### src/rtl/flag_resolve_pkg.sv
// Shared encodings for flag_resolve: resolve kinds and buffer occupancy states.
package flag_resolve_pkg;

    // Resolve kinds, matching the decoder's opcode table.
    localparam logic [3:0] KIND_PASS = 4'd0;
    localparam logic [3:0] KIND_SEQ  = 4'd1;
    localparam logic [3:0] KIND_SLT  = 4'd2;
    localparam logic [3:0] KIND_SLE  = 4'd3;
    localparam logic [3:0] KIND_SCO  = 4'd4;
    localparam logic [3:0] KIND_BEQZ = 4'd5;
    localparam logic [3:0] KIND_BNEZ = 4'd6;
    localparam logic [3:0] KIND_BLTZ = 4'd7;
    localparam logic [3:0] KIND_BGEZ = 4'd8;

    // Buffer occupancy states.
    localparam logic [1:0] CNT_EMPTY = 2'd0;
    localparam logic [1:0] CNT_ONE   = 2'd1;
    localparam logic [1:0] CNT_FULL  = 2'd2;

    // Encodings above BGEZ are reserved.
    function automatic logic kind_is_reserved(input logic [3:0] kind);
        return kind > KIND_BGEZ;
    endfunction

endpackage

### src/rtl/flag_resolve_cond_eval.sv
// Combinational resolver: kind + ALU flags/output -> writeback value and branch decision.
module cond_eval
    import flag_resolve_pkg::*;
#(
    parameter int WIDTH = 16
) (
    input  logic [3:0]       kind,
    input  logic [WIDTH-1:0] alu_out,
    input  logic             zf,
    input  logic             sf,
    input  logic             cf,
    input  logic             of,
    output logic [WIDTH-1:0] result,
    output logic             is_branch,
    output logic             taken,
    output logic             bad
);

    // Decode the kind; set-type kinds collapse their condition into bit 0.
    always_comb begin
        result    = alu_out;
        is_branch = 1'b0;
        taken     = 1'b0;
        bad       = kind_is_reserved(kind);
        case (kind)
            KIND_SEQ:  result = {{(WIDTH-1){1'b0}}, zf};
            KIND_SLT:  result = {{(WIDTH-1){1'b0}}, sf ^ of};
            KIND_SLE:  result = {{(WIDTH-1){1'b0}}, (sf ^ of) | zf};
            KIND_SCO:  result = {{(WIDTH-1){1'b0}}, cf};
            KIND_BEQZ: begin is_branch = 1'b1; taken = zf;  end
            KIND_BNEZ: begin is_branch = 1'b1; taken = ~zf; end
            KIND_BLTZ: begin is_branch = 1'b1; taken = sf;  end
            KIND_BGEZ: begin is_branch = 1'b1; taken = ~sf; end
            default:   ;
        endcase
    end

endmodule

### src/rtl/flag_resolve.sv
// Execute-stage flag resolver with a 2-entry skid buffer toward writeback/PC-select.
module flag_resolve
    import flag_resolve_pkg::*;
#(
    parameter int WIDTH = 16,
    parameter int DEPTH = 2
) (
    input  logic             clk,
    input  logic             rst_n,
    input  logic             in_valid,
    output logic             in_ready,
    input  logic [3:0]       in_kind,
    input  logic [WIDTH-1:0] in_alu_out,
    input  logic             in_zf,
    input  logic             in_sf,
    input  logic             in_cf,
    input  logic             in_of,
    output logic             out_valid,
    input  logic             out_ready,
    output logic [WIDTH-1:0] out_result,
    output logic             out_is_branch,
    output logic             out_taken,
    output logic [3:0]       flags_q,
    output logic             bad_kind
);

    logic [WIDTH-1:0] ce_result;
    logic             ce_is_branch;
    logic             ce_taken;
    logic             ce_bad;

    cond_eval #(.WIDTH(WIDTH)) u_cond_eval (
        .kind      (in_kind),
        .alu_out   (in_alu_out),
        .zf        (in_zf),
        .sf        (in_sf),
        .cf        (in_cf),
        .of        (in_of),
        .result    (ce_result),
        .is_branch (ce_is_branch),
        .taken     (ce_taken),
        .bad       (ce_bad)
    );

    logic [1:0]       count_q,  count_d;
    logic             rd_ptr_q, rd_ptr_d;
    logic             wr_ptr_q, wr_ptr_d;
    logic [WIDTH-1:0] slot_result_q [DEPTH];
    logic [WIDTH-1:0] slot_result_d [DEPTH];
    logic             slot_branch_q [DEPTH];
    logic             slot_branch_d [DEPTH];
    logic             slot_taken_q  [DEPTH];
    logic             slot_taken_d  [DEPTH];
    logic [3:0]       flags_d;
    logic             bad_kind_q, bad_kind_d;
    logic             push;
    logic             pop;

    // Handshake and outputs come only from registered state.
    assign in_ready      = (count_q != CNT_FULL);
    assign out_valid     = (count_q != CNT_EMPTY);
    assign out_result    = slot_result_q[rd_ptr_q];
    assign out_is_branch = slot_branch_q[rd_ptr_q];
    assign out_taken     = slot_taken_q[rd_ptr_q];
    assign bad_kind      = bad_kind_q;
    assign push          = in_valid & in_ready;
    assign pop           = out_valid & out_ready;

    // Next-state: occupancy, pointers, slot writes, flags and sticky error.
    always_comb begin
        count_d = count_q;
        case (count_q)
            CNT_EMPTY: if (push)         count_d = CNT_ONE;
            CNT_ONE:   if (push && !pop) count_d = CNT_FULL;
                       else if (!push && pop) count_d = CNT_EMPTY;
            CNT_FULL:  if (pop)          count_d = CNT_ONE;
            default:                     count_d = CNT_EMPTY;
        endcase

        rd_ptr_d = rd_ptr_q ^ pop;
        wr_ptr_d = wr_ptr_q ^ push;

        slot_result_d = slot_result_q;
        slot_branch_d = slot_branch_q;
        slot_taken_d  = slot_taken_q;
        if (push) begin
            slot_result_d[wr_ptr_q] = ce_result;
            slot_branch_d[wr_ptr_q] = ce_is_branch;
            slot_taken_d[wr_ptr_q]  = ce_taken;
        end

        flags_d    = push ? {in_zf, in_sf, in_cf, in_of} : flags_q;
        bad_kind_d = bad_kind_q | (push & ce_bad);
    end

    // State registers; reset drops any buffered entries immediately.
    always_ff @(posedge clk or negedge rst_n) begin
        if (!rst_n) begin
            count_q       <= CNT_EMPTY;
            rd_ptr_q      <= 1'b0;
            wr_ptr_q      <= 1'b0;
            slot_result_q <= '{default: '0};
            slot_branch_q <= '{default: 1'b0};
            slot_taken_q  <= '{default: 1'b0};
            flags_q       <= '0;
            bad_kind_q    <= 1'b0;
        end else begin
            count_q       <= count_d;
            rd_ptr_q      <= rd_ptr_d;
            wr_ptr_q      <= wr_ptr_d;
            slot_result_q <= slot_result_d;
            slot_branch_q <= slot_branch_d;
            slot_taken_q  <= slot_taken_d;
            flags_q       <= flags_d;
            bad_kind_q    <= bad_kind_d;
        end
    end

endmodule

### config.mk
export PLATFORM = sky130hd
export DESIGN_NAME = flag_resolve
export DESIGN_NICKNAME = d
export VERILOG_FILES = /design/src/rtl/flag_resolve_pkg.sv /design/src/rtl/flag_resolve_cond_eval.sv /design/src/rtl/flag_resolve.sv
export SDC_FILE = /design/constraint.sdc
export NUM_CORES = 1
export LEC_CHECK = 0
export CAP_MARGIN = 40
export CORE_UTILIZATION = 50
export DETAILED_ROUTE_END_ITERATION = 16
export MAX_ROUTING_LAYER = met4
export PLACE_DENSITY = 0.82
export REMOVE_ABC_BUFFERS = 1
export SYNTH_ARGS = -nofsm -noshare
export SYNTH_HDL_FRONTEND = slang
export SYNTH_SLANG_ARGS = --single-unit
### constraint.sdc
create_clock -name clk -period 3.5 [get_ports clk]
set_clock_uncertainty 0.1 [all_clocks]
set_input_delay 1.05 -clock clk [delete_from_list [all_inputs] [get_ports clk]]
set_output_delay 1.05 -clock clk [all_outputs]
set_load 0.005 [all_outputs]
==> impl_results.md <==
* Instance count of the mapped netlist at approximately 240
* DRC at 0
* Core Area at roughly 4000 um2
* Vias at 1731
* Standard-cell rows at 23
* Yosys reg bits at 45
* Rel. slew slack at 57.6%
* Total clock buffers created by CTS at 5
* Result of the run: finished, final reports clean
* Netlist Area Pre-Place at 2140 um2
* Count of max-cap constraint violations at 0
* Total number of H-tree levels at 2
* FMAX at 0.319 GHz
* Static power due to leakage at between 0.001 and 0.0015 uW
* Worst vdd rail ir drop at 0.000384 V
* Aggregate global-route resource usage at 22.4%
* Number of enable flip-flop cells after synthesis at 0
* Path category of the worst min-delay check: flip-flop to flip-flop
* Capturing element type of the critical path: primary output
* Number of nets in the finished design at 314
* Power share of the sequential group at 42.4%
* Cells along the critical path: buf_4, nand2_1, o21ai_0, clkdlybuf4s50_1
* Input/output buffers at 52
* # resized after CTS at 0
* Vias in the first global route at approximately 1700
* Measured slew at the worst slew-check pin at approximately 640 ps
* First-pass GRT wire length at 7.27 mm
* CTS Buffer Depth at 2
* Remaining antenna violation count after routing at 0
* Crit-path leading delay family: buffers and inverters
* Count of buffer and inverter cells on the critical path at 2
* Combinational cell fraction of total power at 42.7%
* Clock Power Share at between 10% and 20%
* Share of the synthesized area in the top cell type at 52.5%
* Maximum cell stage delay along the critical path at 750 ps
* Die height at ~67 um
* Critical path data required time at 2350 ps
* Synth cell types at 33
* TritonCTS clock tree: built
* Area of the die at 4550 um2
* Proportion of layout cells with a drive suffix above 1 at 6.64%
* Buffers inserted during post-CTS setup optimization at 0
* Number of top-level pins at 53
* Avg Synthesized Cell Area at 9.04 um2
* Starting DRC count in detailed routing at 159
* Total wire length at around 4.2 mm
* Initial standard-cell utilization of the core at 52.8%
* P_int at 1370 uW
* Largest area contributor in the netlist: dfrtp_1
* Proportion of synthesized flip-flops having asynchronous set or reset at between 90% and 100%
* Synth Warn # at 0
* Top flip-flop cell by instance count after synthesis: dfrtp_1
* Count of clock tree sinks at 45
* Endpoints failing hold at 0
* Leading cell types by count after synthesis: dfrtp_1, inv_1, nand3_1, o21ai_1, nand2_1
* Setup TNS at 0 ps
* Switching Share at 32.9%
* Die X at 67.5 um
* Count of final max-slew check failures at 0
* Via density per instance at 5.15
* GR Overflow Total at 0
* Share of the yosys chip area belonging to registers at 52.5%
* Part of the cycle the worst path needs at between 80% and 90%
* Overall power after layout at 2050 uW
* Crit path launch type: flip-flop
* Net switching power of the design at just under 700 uW
* Type of the worst setup path: flip-flop to primary output
* # hold bufs at CTS at 0
* Half-perimeter wire length after placement at 2.92 mm
* RD Place Congestion at around 0.69
* Pwr dens at 747 nW/um2
* Min cycle time layout at 3130 ps
* Finished Core Util at 67.6%
* Wire length per cell at around 13 um
* CP max FO at 21
* Cell types with the largest area share after synthesis: dfrtp_1, nand3_1, o21ai_1
* Clock slew at reported path FFs at 80 ps
* Number of antenna repair diodes at 0
* Final hold slack at 367 ps
* 1st-pass router iterations at 4
* Number of antenna violations at the first check in global routing at 0
* Placed Area at 2660 um2
* Master of the slowest instance on the critical path: dfrtp_1
* Total of endpoints with negative setup slack in the final report at 0
* Later-pin clock latency in the skew report at 290 ps
* Arrival time at the worst endpoint at 1980 ps
* Unrepaired setup endpoints after global routing: false
* Post-Layout Inst Area at 2740 um2
* Maximum number of pins on one net before global-route repair at 37
* Synthesis-to-layout area growth at 27.9%
* Clock Tree Root: clkbuf_8
* Most frequent cell after synthesis: dfrtp_1
-- stage by stage --
step | std cells | worst slack (ps)
finish | 336 | 370
global placement | 327 | 697
CTS | 336 | 337
floorplan | 222 | 1130
detailed placement | 328 | 658
global route | 336 | 157
-- layout by cell type (no fill, tap or decap), drive strengths merged, types with 3 or more instances in the layout --
master         Yosys  layout
a21oi              7       7
buf                9       5
clkbuf             6       8
clkdlybuf4s50      0      51
dfrtp             45      45
inv               35      35
mux2               6       6
nand2             19      19
nand3             30      30
nor2               9       9
o21a               3       3
o21ai             46      46
-- worst reg2reg max path, delay by kind of cell (launching register included) --
kind | cells | cell delay, ps
buffers and inverters | 2 | 320
DFF | 1 | 410
adders and majority gates | 1 | 190
and+or+nand+nor | 3 | 560
AOI/OAI and AO/OA | 1 | 80
-- flip-flops by register name, summed over array words and instances (netlist names) --
signal / flops
slot_result_q: 32
flags_q: 4
count_q: 2
slot_branch_q: 2
slot_taken_q: 2
bad_kind: 1
rd_ptr_q: 1
wr_ptr_q: 1
-- power groups by stage --
stage / clock network (uW) / logic, uW / registers (uW)
global placement: 0 / 858 / 872
detailed placement: 0 / 880 / 882
finish: 305 / 875 / 868
CTS: 314 / 889 / 871
floorplan: 0 / 428 / 858
global route: 334 / 997 / 904
-- per-layer routing --
| metal | vias up | wire length (um) | GRT usage [%] | part of all wire, % |
|---|---|---|---|---|
| li1 | 884 | - | - | - |
| met1 | 798 | 1890 | 24.9 | 45 |
| met2 | 44 | 2040 | 38.0 | 48 |
| met3 | 5 | 245 | 5.74 | 5.8 |
| met4 | 0 | 49 | 8.78 | 1.2 |
| met5 | - | 0 | - | 0 |
-- layout make-up --
type                    instances  area [um2]
multi-input cells             142         783
flip-flops and latches         45        1130
inverters                      35         131
fillers                       344        1320
clock buffers                   8        80.1
repair buffers                 56         558
well taps                      50        62.6
-- cells by family (layout without fill, tap and decap cells) --
kind of cell / Yosys count / in the layout / share of synthesized area, %
simple gates: 68 / 68 / 15.3
xor+xnor: 2 / 2 / 0.817
flops: 45 / 45 / 52.5
mux: 8 / 8 / 4.09
fa+ha+maj: 1 / 1 / 0.584
compound gates: 63 / 63 / 15.8
buf+inv: 50 / 99 / 10.9
-- path summary, 6_finish.rpt --
path                            start                end  slack, ps  depth (start not counted)
hold / removal               bad_kind           bad_kind        370                          1
setup reg to reg           count_q[0]  slot_result_q[29]       1720                          7
setup / recovery             rd_ptr_q     out_result[15]        370                          4
max in group asynchronous       rst_n  slot_result_q[12]       2210                          2
hold reg to reg              bad_kind           bad_kind        370                          1
min in group asynchronous       rst_n           bad_kind        590                          1
No activity file was read; power rests on OpenSTA's default activity.
